**config.mk**
```make
export PLATFORM = sky130hd
export DESIGN_NAME = if_stage
export DESIGN_NICKNAME = d
export VERILOG_FILES = /design/src/rtl/if_stage.sv
export SDC_FILE = /design/constraint.sdc
export NUM_CORES = 1
export LEC_CHECK = 0
export CAP_MARGIN = 30
export CORE_ASPECT_RATIO = 1.4
export CORE_UTILIZATION = 60
export CTS_CLUSTER_SIZE = 28
export DETAILED_ROUTE_END_ITERATION = 10
export DONT_BUFFER_PORTS = 1
export PLACE_DENSITY = 0.76
export SYNTH_ARGS = -nofsm -noshare
export SYNTH_HDL_FRONTEND = slang
export SYNTH_SLANG_ARGS = --single-unit
```
**constraint.sdc**
```tcl
create_clock -name clk -period 4.3 [get_ports clk]
set_clock_uncertainty 0.05 [all_clocks]
set_input_delay 0.86 -clock clk [delete_from_list [all_inputs] [get_ports clk]]
set_output_delay 0.86 -clock clk [all_outputs]
set_load 0.01 [all_outputs]
```
**src/rtl/if_stage.sv**
```systemverilog
// if_stage -- instruction-fetch stage of the five-stage pipeline.
//
// Holds the program counter, drives the instruction-memory address and
// registers the fetched word into the IF/ID pipeline register. A taken
// branch resolved in EXE redirects the PC and inserts a bubble into IF/ID.
// A freeze from the hazard unit holds the PC and IF/ID. Two saturating
// debug counters track taken redirects and honoured freeze cycles.
//
// Ports:
//   clk            rising-edge clock for all state
//   rst            synchronous active-high reset
//   freeze         hazard stall: hold PC and IF/ID
//   branch_taken   taken branch resolved in EXE this cycle
//   branch_address redirect target (low two bits ignored)
//   instr_addr     instruction-memory read address (= PC register)
//   instr_data     instruction word read combinationally at instr_addr
//   id_instr       IF/ID instruction
//   id_pc          IF/ID PC of id_instr
//   id_valid       IF/ID valid (0 = bubble)
//   flush          squash for the ID/EXE register, equal to branch_taken
//   branch_count   saturating count of taken redirects
//   stall_count    saturating count of honoured freeze cycles

module if_stage #(
  parameter logic [31:0] RESET_PC  = 32'h0000_0000,
  parameter logic [31:0] NOP_INSTR = 32'h0000_0000
) (
  input  logic        clk,
  input  logic        rst,
  input  logic        freeze,
  input  logic        branch_taken,
  input  logic [31:0] branch_address,
  output logic [31:0] instr_addr,
  input  logic [31:0] instr_data,
  output logic [31:0] id_instr,
  output logic [31:0] id_pc,
  output logic        id_valid,
  output logic        flush,
  output logic [15:0] branch_count,
  output logic [15:0] stall_count
);

  logic [31:0] pc;

  // Word alignment: the two low target bits are deliberately discarded.
  logic unused_addr_bits;
  assign unused_addr_bits = ^branch_address[1:0];

  assign instr_addr = pc;
  assign flush      = branch_taken;

  always_ff @(posedge clk) begin
    if (rst) begin
      pc           <= RESET_PC;
      id_instr     <= NOP_INSTR;
      id_pc        <= 32'h0;
      id_valid     <= 1'b0;
      branch_count <= 16'h0;
      stall_count  <= 16'h0;
    end else if (branch_taken) begin
      // Branch beats freeze: the EXE instruction is older than the stalled one.
      pc       <= {branch_address[31:2], 2'b00};
      id_instr <= NOP_INSTR;
      id_pc    <= 32'h0;
      id_valid <= 1'b0;
      if (branch_count != 16'hFFFF) begin
        branch_count <= branch_count + 16'd1;
      end
    end else if (freeze) begin
      if (stall_count != 16'hFFFF) begin
        stall_count <= stall_count + 16'd1;
      end
    end else begin
      pc       <= pc + 32'd4;
      id_instr <= instr_data;
      id_pc    <= pc;
      id_valid <= 1'b1;
    end
  end

endmodule
```
Word-level counts from Yosys, hierarchy flattened
Cells that the tools add are included.
{"block": "word_totals", "reg_bits": 129, "word_cells": 19, "out_inout_bits": 130}
{"block": "op_classes", "n_reduce_logical": 3, "eq_ne": 3, "n_bitwise": 1, "mux": 2, "add_sub_neg": 3}
{"operator": "$mux 32", "n": 2}
{"operator": "$add 16x1->16 const B", "n": 2}
{"operator": "$add 32x3->32 const B", "n": 1}
{"operator": "$ne 16x16->1 const B", "n": 2}
{"operator": "$reduce_and 3->1", "n": 1}
{"operator": "$ne 2x1->1 const B", "n": 1}
{"operator": "$reduce_and 2->1", "n": 1}
{"operator": "$reduce_or 2->1", "n": 1}
{"operator": "$not 1->1", "n": 1}

Depth between registers and ports, before layout
{"block": "depth", "word_depth": 3, "depth_mapped": 6, "mapped_depth_nobuf": 5}

Worst setup path after synthesis
No wires, ideal clock.
{"block": "synth_path", "kind": "input -> register", "start": "input freeze", "end": "register pc[18], in the netlist instr_addr[18]", "required_ns": 4.159, "setup_ns": 0.091, "arrival_time_ns": 2.410, "path_stages": 6, "slack_ns": 1.749, "path_cell_list": "buf_6 > nand4b_1 > or2_2 > clkbuf_1 > or4_2 > a311oi_1"}
{"block": "synth_between", "elab_chain_len": 1}
{"element": "start: declaration", "line_no": "30", "rtl": "input logic freeze,"}
{"element": "$ne 2x1->1 (no source line)"}
{"element": "end signal: assignment", "line_no": "62", "rtl": "pc <= {branch_address[31:2], 2'b00};"}
{"element": "end signal: assignment", "line_no": "74", "rtl": "pc <= pc + 32'd4;"}
{"element": "end: declaration", "line_no": "43", "rtl": "logic [31:0] pc;"}
Every way passes these cells.
A chain may end at the register's enable or synchronous reset.

Worst setup path after layout
{"block": "layout_path", "start": "register pc[2], in the netlist instr_addr[2]", "end": "register pc[18], in the netlist instr_addr[18]"}
{"block": "layout_between", "elab_chain_len": 3}
{"element": "$add 32x3->32", "line_no": "74"}
{"element": "$mux 32", "line_no": "69", "rtl": "end else if (freeze) begin"}
{"element": "$mux 32", "line_no": "60", "rtl": "end else if (branch_taken) begin"}
Every way passes these cells. The select of a mux whose other input is x is not followed.

==> impl_metrics.toml <==
[status]
status = "complete, but fails checks"
failed_checks = "design-rule violations"

[placement]
post-dp-hpwl_um = 9230
io_buffers = 0
dpl.cell_count = 707
placed_area_um2 = 5680
gp_congestion = 0.803

[global_routing]
grt_pass1_wl_um = 21500
grt_overflow_total = 0
grt_antenna_before_repair = 0
grt_pass1_vias = 4400
grtUsageTotal_pct = 26.8
grt_max_degree = 82

[critical_path]
worstPathMaxFanout = 11
end_kind = "flip-flop"
start_kind = "flip-flop"
critPathRequiredTime_ns = 4.56
arrival_ns = 2.69
path_class = "flip-flop to flip-flop"

[routing]
routed_wl_um = 13400
drt-pass1-iter-count = 10
routedWlPerCell_um = 18.1
ant_nets = 0
via_per_inst = 6.39
vias = 4723
drc_errors = 13
drt_iter0_markers = 272

[clock_tree]
cts.sinks = 125
path_clk_slew_ns = 0.06
cts_made_buffers = 17
clockBufferDepth = 2
cts_tree = "built"
cts_max_level = 4
clock_latency_ns = 0.41
cts_root_buffer = "clkbuf_16"
cts_setup_buffers = 0
hold_buffers = 0
cts.repair.resized = 0

[sta]
finalSetupViolCount = 0
relSlewSlack_pct = 44.6
slew_violations = 0
period_minus_slack_ns = 2.43
finalHoldWorstSlack_ns = 0.466
hold_viol_final = 0
rsz0062_at_grt = "false"
tightest_slew_ns = 0.825
finalSetupTns_ns = 0
fin_crit_sh_pct = 56.5
fmax_mhz = 412

[yosys]
synth-main-ff-cell = "dfxtp_1"
synth_warnings = 0
synth_area_per_cell_um2 = 8.99
yosys.area.top_type = "dfxtp_1"
synth_top_family_by_area = "simple AND/OR/NAND/NOR gates"
synthDistinctLibCells = 55
synth_compound_area_share_pct = 10.5
ys_seq_elements = 125
muxShareOfSynthArea_pct = 14.2
synthAdderAreaFrac_pct = 0.651
synth_xor_area_share_pct = 1.82
synthesis.instances = 641
yosysTopAreaCellShare_pct = 43.4
ys_seq_area_share_pct = 43.4
post_synth_and_or_nand_nor_area_fraction_pct = 24.3
ys_top_cells_by_area = "dfxtp_1, mux2i_1, nor2_1"
async_reset_ff_share_pct = 0
syn_area_um2 = 5770
synth_edf_count = 0

[floorplan]
die-area_um2 = 10000
die_h_um = 118
core-area_um2 = 9410
row_count = 42
ios = 198
start_util_pct = 61.3
fp.dieW_um = 84.8

[power_and_ir_drop]
peakVddDrop_v = 0.000278
p_per_area_nw_per_um2 = 444
p_leak_nw = 2.36

[layout]
final_cell_mix = "dfxtp_1, nor2_1, mux2i_1"
diodes = 0
final_common_cell = "dfxtp_1"
fin_nets = 687
area_delta_synth_final_pct = 8.57
design_area_um2 = 6260
fillerInstances = 766
drive_above_1_share_pct = 9.54
instances_no_fill = 739

[flow_run]
maxCapViolations = 0

[min_path]
hp-class = "primary input to flip-flop"
## worst max-delay path, cell delays in order, from the launching register on
cell and delay [ns]:
dfxtp_1 0.49, ha_1 0.30, nand4b_1 0.21, or2_2 0.44
or4_2 0.55, a311oi_1 0.27
## cell type report
class,instances,area [um^2],share of cell area [%]
multi-input combinational,461,2980,47.7
sequential,125,2500,40.0
clock buffer,18,439,7.02
clock inverter,14,144,2.30
tap,110,138,2.20
inverter,8,30.0,0.480
timing repair buffer,3,22.5,0.360
## power by group
part / switching, mW / internal (mW)
logic: 0.0551 / 0.0591
clock network: 0.530 / 0.868
registers: 0.0707 / 1.20
total: 0.656 / 2.12
## synth_stat cells, types with 2 or more instances
cell	number
dfxtp_1	125
or3_1	8
nand2_1	34
and2_1	3
mux2i_1	66
nor4_1	6
and4_1	8
buf_4	6
nor3_1	8
clkbuf_1	32
and3_1	7
nand4b_1	3
a311oi_1	12
and4b_1	4
o31ai_1	15
nand4_1	17
buf_1	3
or4_2	2
a211oi_1	10
buf_6	5
ha_1	3
inv_1	8
a31oi_1	5
o21ai_0	13
mux2_2	14
a21oi_1	21
or2_2	4
nor2_1	111
nor2b_1	15
o41ai_1	2
xnor2_1	6
buf_2	3
xor2_1	6
or4_1	15
nand3_1	21
## metal layers
| metal | GRT usage (%) | wire, um | vias to the layer above |
|---|---|---|---|
| met4 | 11.4 | 243 | 0 |
| li1 | - | - | 2270 |
| met5 | 0 | 0 | - |
| met3 | 8.91 | 1060 | 21 |
| met1 | 29.5 | 5050 | 2256 |
| met2 | 46.8 | 7050 | 176 |
## stage by stage
stage          worst slack, ns  total power [mW]  util [%]
2_1_floorplan             1.75              1.41         -
3_3_place_gp              1.81              1.40      60.3
3_5_place_dp              1.75              1.41      60.3
4_1_cts                   1.85              2.81      66.5
5_1_grt                   1.70              2.89      66.5
6_report                  1.87              2.78      66.5
## registers in the layout, indices dropped and copies added (netlist names)
register	flops
id_valid	1
branch_count	16
id_instr	32
id_pc	30
instr_addr	30
stall_count	16
## final timing paths
check | from | endpoint | slack (ns) | depth (start not counted)
max | instr_addr[2]$_SDFFE_PP0N_ | instr_addr[18]$_SDFFE_PP0N_ | 1.87 | 5
min | rst | stall_count[8]$_SDFFE_PP0P_ | 0.47 | 1
max reg2reg | instr_addr[2]$_SDFFE_PP0N_ | instr_addr[18]$_SDFFE_PP0N_ | 1.87 | 5
min reg2reg | id_valid$_SDFFE_PP0N_ | id_valid$_SDFFE_PP0N_ | 0.49 | 2
## logic make-up (layout without fill, tap and decap cells)
group | Yosys count | in the layout
AO/OA/AOI/OAI | 88 | 88
multiplexers | 80 | 80
other | 1 | 4
adder cells (fa/ha/maj) | 3 | 3
flip-flops | 125 | 125
buffers and inverters | 58 | 43
AND/OR/NAND/NOR | 274 | 274
XOR/XNOR | 12 | 12
Power figures use the tool's default switching activity.
